**config.mk**
```make
export PLATFORM = sky130hd
export DESIGN_NAME = rr_mux_bus
export DESIGN_NICKNAME = d
export VERILOG_FILES = /design/src/rtl/rr_mux_bus_pkg.sv /design/src/rtl/rr_arbiter.sv /design/src/rtl/rr_mux_bus.sv
export SDC_FILE = /design/constraint.sdc
export NUM_CORES = 1
export LEC_CHECK = 0
export BUFFER_PORTS_ARGS = -buffer_cell sky130_fd_sc_hd__buf_4
export CORE_MARGIN = 8
export CORE_UTILIZATION = 47
export DETAILED_ROUTE_END_ITERATION = 12
export PLACE_DENSITY = 0.94
export SYNTH_ARGS = -nofsm -noshare
export SYNTH_HDL_FRONTEND = slang
export SYNTH_SLANG_ARGS = --single-unit
export TNS_END_PERCENT = 100
```
**constraint.sdc**
```tcl
create_clock -name clock -period 7.8 [get_ports clock]
set_input_delay 1.56 -clock clock [delete_from_list [all_inputs] [get_ports clock]]
set_output_delay 1.56 -clock clock [all_outputs]
set_load 0.01 [all_outputs]
```
**src/rtl/rr_mux_bus_pkg.sv**
```systemverilog
// Shared definitions for the mux_bus family: arbitration mode encodings and
// the index-width helper used to size port-select fields.
package rr_mux_bus_pkg;

    // Arbitration mode encodings
    localparam int unsigned ARB_RR    = 0;
    localparam int unsigned ARB_FIXED = 1;

    // Width of a port index; never narrower than one bit so a single-port
    // instance still has a legal select field.
    function automatic int unsigned port_bits(input int unsigned n);
        return (n <= 2) ? 1 : $clog2(n);
    endfunction

endpackage

```
**src/rtl/rr_arbiter.sv**
```systemverilog
// Round-robin / fixed-priority arbiter with burst lock. Owns the priority
// pointer and the lock registers; grant is combinational from the requests.
module rr_arbiter
    import rr_mux_bus_pkg::*;
#(
    parameter  int unsigned NUM_PORTS = 4,
    parameter  int unsigned ARB_MODE  = ARB_RR,
    localparam int unsigned PORT_BITS = port_bits(NUM_PORTS)
) (
    input  logic                 clock,
    input  logic                 reset,
    input  logic [NUM_PORTS-1:0] i_req,
    input  logic                 i_advance,
    input  logic [NUM_PORTS-1:0] i_lock,
    output logic [NUM_PORTS-1:0] o_grant,
    output logic [PORT_BITS-1:0] o_grant_idx
);

    logic [PORT_BITS-1:0] r_ptr;
    logic [PORT_BITS-1:0] r_lock_port;
    logic                 r_locked;

    logic                 w_found;
    logic [PORT_BITS-1:0] w_cand;
    logic [PORT_BITS-1:0] w_ptr_next;
    int unsigned          w_base;
    int unsigned          w_sum;

    // Pick the granted port: the locked owner only, else the first requester
    // found searching upward from the base (pointer in RR mode, 0 in fixed).
    always_comb begin
        w_found     = 1'b0;
        o_grant_idx = '0;
        w_cand      = '0;
        w_sum       = 0;
        w_base      = (ARB_MODE == ARB_FIXED) ? 0 : 32'(r_ptr);
        if (r_locked) begin
            // A locked owner that is not requesting yields a bubble.
            w_found     = i_req[r_lock_port];
            o_grant_idx = r_lock_port;
        end else begin
            for (int unsigned k = 0; k < NUM_PORTS; k++) begin
                w_sum = w_base + k;
                if (w_sum >= NUM_PORTS) begin
                    w_sum = w_sum - NUM_PORTS;
                end
                w_cand = w_sum[PORT_BITS-1:0];
                if (!w_found && i_req[w_cand]) begin
                    w_found     = 1'b1;
                    o_grant_idx = w_cand;
                end
            end
        end
    end

    // Expand the chosen index into a one-hot grant (all zero when nothing wins).
    always_comb begin
        o_grant = '0;
        if (w_found) begin
            o_grant[o_grant_idx] = 1'b1;
        end
    end

    // Pointer successor of the granted port, wrapping at NUM_PORTS.
    always_comb begin
        if (32'(o_grant_idx) + 32'd1 >= NUM_PORTS) begin
            w_ptr_next = '0;
        end else begin
            w_ptr_next = o_grant_idx + 1'b1;
        end
    end

    // Update pointer and lock on every accepted transfer.
    always_ff @(posedge clock) begin
        if (reset) begin
            r_ptr       <= '0;
            r_locked    <= 1'b0;
            r_lock_port <= '0;
        end else if (i_advance) begin
            // The lock request of the winning port decides whether the bus
            // stays with it; a transfer without lock releases it.
            r_locked    <= i_lock[o_grant_idx];
            r_lock_port <= o_grant_idx;
            if (ARB_MODE == ARB_RR) begin
                r_ptr <= w_ptr_next;
            end
        end
    end

endmodule

```
**src/rtl/rr_mux_bus.sv**
```systemverilog
// Registered, arbitrated N:1 bus mux. One arbiter picks a requester, its word
// is captured in a single output register with valid/ready backpressure.
module rr_mux_bus
    import rr_mux_bus_pkg::*;
#(
    parameter  int unsigned WIDTH     = 8,
    parameter  int unsigned NUM_PORTS = 4,
    parameter  int unsigned ARB_MODE  = ARB_RR,
    localparam int unsigned PORT_BITS = port_bits(NUM_PORTS)
) (
    input  logic                       clock,
    input  logic                       reset,
    input  logic [NUM_PORTS-1:0]       in_valid,
    input  logic [NUM_PORTS-1:0]       in_lock,
    input  logic [WIDTH*NUM_PORTS-1:0] data_in,
    output logic [NUM_PORTS-1:0]       in_ready,
    output logic                       out_valid,
    output logic [WIDTH-1:0]           out_data,
    output logic [PORT_BITS-1:0]       out_port,
    input  logic                       out_ready
);

    logic [NUM_PORTS-1:0] w_grant;
    logic [PORT_BITS-1:0] w_grant_idx;
    logic                 w_space;
    logic                 w_xfer;
    logic [WIDTH-1:0]     w_words [NUM_PORTS];
    logic [WIDTH-1:0]     w_sel_data;

    logic                 r_out_valid;
    logic [WIDTH-1:0]     r_out_data;
    logic [PORT_BITS-1:0] r_out_port;

    rr_arbiter #(
        .NUM_PORTS (NUM_PORTS),
        .ARB_MODE  (ARB_MODE)
    ) u_arbiter (
        .clock       (clock),
        .reset       (reset),
        .i_req       (in_valid),
        .i_advance   (w_xfer),
        .i_lock      (in_lock),
        .o_grant     (w_grant),
        .o_grant_idx (w_grant_idx)
    );

    // Slice the packed input bus into per-port words.
    for (genvar i = 0; i < NUM_PORTS; i++) begin : g_words
        assign w_words[i] = data_in[WIDTH*i +: WIDTH];
    end

    // Data select, space and handshake logic.
    always_comb begin
        w_sel_data = w_words[w_grant_idx];
        // Register is empty or being drained, so it can take a new word.
        w_space    = !r_out_valid || out_ready;
        in_ready   = reset ? '0 : (w_grant & {NUM_PORTS{w_space}});
        w_xfer     = |(in_valid & in_ready);
    end

    // Output control state: fill on transfer, empty on drain without refill.
    always_ff @(posedge clock) begin
        if (reset) begin
            r_out_valid <= 1'b0;
            r_out_port  <= '0;
        end else if (w_xfer) begin
            r_out_valid <= 1'b1;
            r_out_port  <= w_grant_idx;
        end else if (out_ready) begin
            r_out_valid <= 1'b0;
        end
    end

    // Data register is not reset; its contents are masked while invalid.
    always_ff @(posedge clock) begin
        if (w_xfer) begin
            r_out_data <= w_sel_data;
        end
    end

    // Drive outputs; data reads as zero whenever the register is empty.
    always_comb begin
        out_valid = r_out_valid;
        out_port  = r_out_port;
        out_data  = r_out_valid ? r_out_data : '0;
    end

endmodule

```
== Word-level counts from Yosys, hierarchy flattened ==
Index checks and enable logic that the tools add are counted.

* Register bits: 14
* Bits of input ports: 43
* Output and inout port bits: 15
* Word-level logic and storage cells: 85

* Add/subtract/negate cells: 9
* $lt $le $gt $ge: 13
* Multiplexer cells: 44
* Bitwise gates (word level): 3
* Reductions and logical operators: 11

{| class="wikitable"
|+ Operators by type and width
! cell !! count
|-
| >= comparator 32 x 3 -> 1 bit, second input constant || 1
|-
| two-way mux 2 bit || 14
|-
| two-way mux 8 bit || 3
|-
| less-than comparator 2 x 3 -> 1 bit, second input constant || 6
|-
| two-way mux 1 bit || 17
|-
| binary-select mux 8 bit (select 2 bit) || 1
|-
| binary-select mux 1 bit (select 2 bit) || 6
|-
| >= comparator 3 bit, second input constant || 4
|-
| AND 4 bit || 2
|-
| two-way mux 4 bit || 2
|-
| subtractor 2 x 1 -> 2 bit, second input constant || 4
|-
| adder 2 x 1 -> 3 bit, second input constant || 2
|-
| adder 2 x 2 -> 3 bit, second input constant || 2
|-
| logical AND 1 bit || 4
|-
| logical NOT 1 bit || 4
|-
| OR reduction 4 bit || 1
|-
| >= comparator 2 x 3 -> 1 bit, second input constant || 1
|-
| NOT 2 -> 3 bit || 1
|-
| adder 2 x 1 -> 2 bit, second input constant || 1
|-
| demux 1 bit (select 2 bit) || 1
|-
| >= comparator 2 x 1 -> 1 bit, second input constant || 1
|-
| nonzero test 2 bit || 1
|-
| logical OR 1 bit || 1
|}

== Depth between registers and ports, before layout ==
* Word-level depth: 29
* Mapped depth: 11
* Mapped depth without buffers: 10

== Hierarchy ==
A second synthesis with hierarchy kept.

* Cell total of the unflattened synthesis: 98
* Area, all modules: 1074.8 um^2

{| class="wikitable"
|+ Modules (own cells, without submodules)
! module !! times used !! cells each !! area each (um^2) !! seq. area each (um^2)
|-
| rr_mux_bus || 1 || 45 || 668.1 || 300.3
|-
| rr_arbiter || 1 || 53 || 406.6 || 100.1
|}

== Least setup slack after synthesis ==
No wires, ideal clock.

* Kind: input -> output
* Start point: input port in_valid[3]
* End point: output port in_ready[3]
* Arrival time: 2.725 ns
* Required time: 6.240 ns
* Path slack: 3.515 ns
* Stages on the path: 7
* Path buffers: 1
* Cells stage by stage: nor2_4 o21ai_0 o221ai_2 inv_2 buf_4 ha_1 and2_2

* Longest elaborated chain between the ends: 23
* Elaborated cells between the ends (all ways): 37
* Those cells by class: order compare (2); mux (27); bitwise (1); reduce/logical (7)

{| class="wikitable"
|+ Ends and longest elaborated chain
! what !! line !! source
|-
| start, declared || rr_mux_bus.sv:13 || <nowiki>input logic [NUM_PORTS-1:0] in_valid,</nowiki>
|-
| binary-select mux 1 bit (select 2 bit) || rr_arbiter.sv:48 || <nowiki>if (!w_found && i_req[w_cand]) begin</nowiki>
|-
| two-way mux 1 bit (not written as such) || rr_arbiter.sv:48 ||
|-
| two-way mux 1 bit || rr_arbiter.sv:48 ||
|-
| two-way mux 1 bit || rr_arbiter.sv:37 || <nowiki>if (r_locked) begin</nowiki>
|-
| logical NOT 1 bit || rr_arbiter.sv:48 ||
|-
| logical AND 1 bit || rr_arbiter.sv:48 ||
|-
| two-way mux 1 bit || rr_arbiter.sv:48 ||
|-
| two-way mux 1 bit || rr_arbiter.sv:37 ||
|-
| [7 not listed] || n/a ||
|-
| two-way mux 2 bit || rr_arbiter.sv:37 ||
|-
| less-than comparator 2 x 3 -> 1 bit (not written as such) / >= comparator 2 x 1 -> 1 bit (equally long branches) || rr_arbiter.sv:60 || <nowiki>o_grant[o_grant_idx] = 1'b1;</nowiki>
|-
| logical AND 1 bit (not written as such) || rr_arbiter.sv:60 ||
|-
| two-way mux 1 bit (not written as such) || rr_arbiter.sv:60 ||
|-
| demux 1 bit (select 2 bit) || n/a ||
|-
| two-way mux 4 bit * || rr_arbiter.sv:59 || <nowiki>if (w_found) begin</nowiki>
|-
| AND 4 bit * || rr_mux_bus.sv:57 || <nowiki>in_ready = reset ? '0 : (w_grant & {NUM_PORTS{w_space}});</nowiki>
|-
| two-way mux 4 bit * || rr_mux_bus.sv:57 ||
|-
| end, declared || rr_mux_bus.sv:16 || <nowiki>output logic [NUM_PORTS-1:0] in_ready,</nowiki>
|}

Every way passes the cells marked *; elsewhere a longest branch is shown, timed or not. The select of a mux whose other input is x is not followed.

== Worst setup path after layout ==
* Start point: input port in_valid[0]
* End point: output port in_ready[3]

Same word-level chain as after synthesis.

==> impl_metrics.env <==
export IMPL_synth_seq_cells=14
export IMPL_drive_gt1_share_pct=45.81
export IMPL_synth_most_common_cell="mux2i_1"
export IMPL_worstHoldStart="u_arbiter.r_lock_port[1]$_SDFFE_PP0P_"
export IMPL_vdd_drop_max_uv=206.5
export IMPL_synth_edf_count=8
export IMPL_post_dp_cell_area_um2=1481
export IMPL_via_count=1001
export IMPL_antenna_found_initial=0
export IMPL_dp_slack_ps=3154
export IMPL_grt_usage_pct=14.56
export IMPL_startpoint_type="primary input"
export IMPL_wl_per_cell_um=16.20
export IMPL_ys_flop_type="edfxtp_1"
export IMPL_syn_area_per_cell_um2=10.80
export IMPL_drtIter0Drc=66
export IMPL_r2r_start="u_arbiter.r_ptr[1]$_SDFFE_PP0P_"
export IMPL_min_period_over_period_pct=60.34
export IMPL_rsz0062_at_grt="false"
export IMPL_worst_path_max_fanout=10
export IMPL_cts_setup_buffers=0
export IMPL_io_buffer_count=57
export IMPL_cts_hold_fix_buffers=0
export IMPL_syn_to_final_growth_pct=46.95
export IMPL_finalSetupTns_ps=0
export IMPL_cts_buffer_depth=2
export IMPL_drtPass1Iterations=4
export IMPL_h_tree_depth=1
export IMPL_slew_headroom_pct=69.23
export IMPL_setup_viol_count_final=0
export IMPL_synthTopCellsByArea="mux2i_1, edfxtp_1, dfxtp_1, and2_1, o211a_1"
export IMPL_die_area_um2=3934
export IMPL_r2r_end="u_arbiter.r_lock_port[1]$_SDFFE_PP0P_"
export IMPL_grt_max_degree=19
export IMPL_numClockSinks=14
export IMPL_critPathKind="primary input to primary output"
export IMPL_post_cts_resized=0
export IMPL_regToRegSetupSlack_ps=4970
export IMPL_layout_setup_ws_ps=3094
export IMPL_final_max_slew_viol_count=0
export IMPL_hold_class="register to register"
export IMPL_ff2ff_path_depth=9
export IMPL_synth_top_area_cell="mux2i_1"
export IMPL_syn_inst=95
export IMPL_avgViaCountPerCell=5.470
export IMPL_worst_pin_slew_ps=460.8
export IMPL_grt_overflow=0
export IMPL_globalplace_congestion=0.9043
export IMPL_power_uw=442.4
export IMPL_endpoint_kind="primary output"
export IMPL_synthArstFlopShare_pct=0
export IMPL_fp_dieH_um=62.72
export IMPL_cp_arrival_ps=3150
export IMPL_fin_area_um2=1508
export IMPL_clock_latency_ps=290
export IMPL_start_util_pct=48.24
export IMPL_num_rows=17
export IMPL_clk_pin_slew_ps=70
export IMPL_wl_mm=2.964
export IMPL_power_leakage_uw=0.0007348
export IMPL_cts_tree="yes"
export IMPL_hold_depth=1
export IMPL_syn_area_um2=1026
export IMPL_grt_pass1_vias=1027
export IMPL_drcViolationCount=0
export IMPL_cts_buffers=3
export IMPL_clock_skew_ps=7.343
export IMPL_fin_nets=200
export IMPL_syn_num_nets=139
export IMPL_synth_distinct_cells=32
export IMPL_root_buffer="clkbuf_4"
export IMPL_ioPinCount=58
export IMPL_holdPathEnd="u_arbiter.r_lock_port[1]$_SDFFE_PP0P_"
export IMPL_maxCapViolations=0
export IMPL_hold_viol_final=0
export IMPL_ys_warn_count=0
export IMPL_cp_required_ps=6240
export IMPL_fp_dieW_um=62.72
export IMPL_hpwl_mm=2.451
export IMPL_core_area_um2=2127
export IMPL_clock_fmax_mhz=212.5
export IMPL_synth_common_cells="mux2i_1, and2_1, edfxtp_1, dfxtp_1, nor2_1"
export IMPL_ys_seq_area_share_pct=35.12
export IMPL_yosysTopAreaCellShare_pct=25.37
export IMPL_post_route_min_period_ps=4706
export IMPL_ant_nets=0
export IMPL_power_density_nw_per_um2=293.4
export IMPL_grt_pass1_wl_mm=4.664
export IMPL_holdWs_ps=611.9
export IMPL_antenna_cells=0
export IMPL_status="finished, final reports clean"
==> worst max-delay path by stage <==
stage | startpoint | end | slack, ps | cells after the start
2_1_floorplan | in_valid[3] | in_ready[3] | 3520 | 7
3_3_place_gp | in_valid[1] | in_ready[3] | 3240 | 8
3_5_place_dp | in_valid[0] | in_ready[3] | 3150 | 8
4_1_cts | in_valid[0] | in_ready[3] | 3140 | 8
5_1_grt | in_valid[0] | in_ready[3] | 3000 | 8
6_report | in_valid[0] | in_ready[3] | 3090 | 8
==> cell type report <==
class                      count  area [µm²]
multi-input combinational     74       635.6
tap                           28       35.03
inverter                       6       22.52
clock buffer                   3       22.52
fill                         160       619.3
timing repair buffer          57       427.9
clock inverter                 1       3.754
sequential                    14       360.3
==> layout by cell type, fill, tap and decap left out, drive strengths merged, types with 2 or more instances in the layout <==
cell	instances
dfxtp	6
edfxtp	8
o221ai	3
clkbuf	3
nor2	7
a211oi	2
and2	10
o211a	3
inv	6
o21ai	2
mux2i	26
nand2	5
and2b	2
buf	57
==> metrics by stage <==
stage          instances  util [%]
2_1_floorplan         95         -
3_3_place_gp         179     69.65
3_5_place_dp         179     69.65
4_1_cts              183     70.88
5_1_grt              183     70.88
6_report             183     70.88
==> where the power goes <==
part           internal, µW  total [µW]  switching [µW]  leakage, µW
sequential              117         141            23.6     0.000126
clock                  18.6        42.5            23.8    0.0000154
combinational           126         259             133     0.000593
total                   262         442             180     0.000735
==> per-layer routing <==
layer | up-vias | routed length [µm] | global-route usage [%]
li1 | 475 | - | -
met1 | 468 | 1105 | 14.91
met2 | 47 | 1600 | 26.26
met3 | 11 | 200 | 4.839
met4 | 0 | 57 | 6.268
met5 | - | 0 | 0
==> critical path: stages <==
cell      delay, ps
buf_4           130
a21boi_0        200
o221ai_1        230
a21o_2          320
inv_2           230
ha_1            210
and2_2          140
buf_4           120
==> registers in the layout, summed over array words and instances, names as in the netlist <==
signal                 flops
r_out_data                 8
out_valid                  1
u_arbiter.r_locked         1
u_arbiter.r_ptr            2
u_arbiter.r_lock_port      2
==> logic make-up after synthesis <==
family          Yosys count  synth area share (%)
fa+ha+maj                 1                 1.219
compound gates           18                 16.95
simple gates             27                 14.76
flops                    14                 35.12
mux                      28                 29.02
buf+inv                   7                 2.927
(Power assumes the default switching activity.)
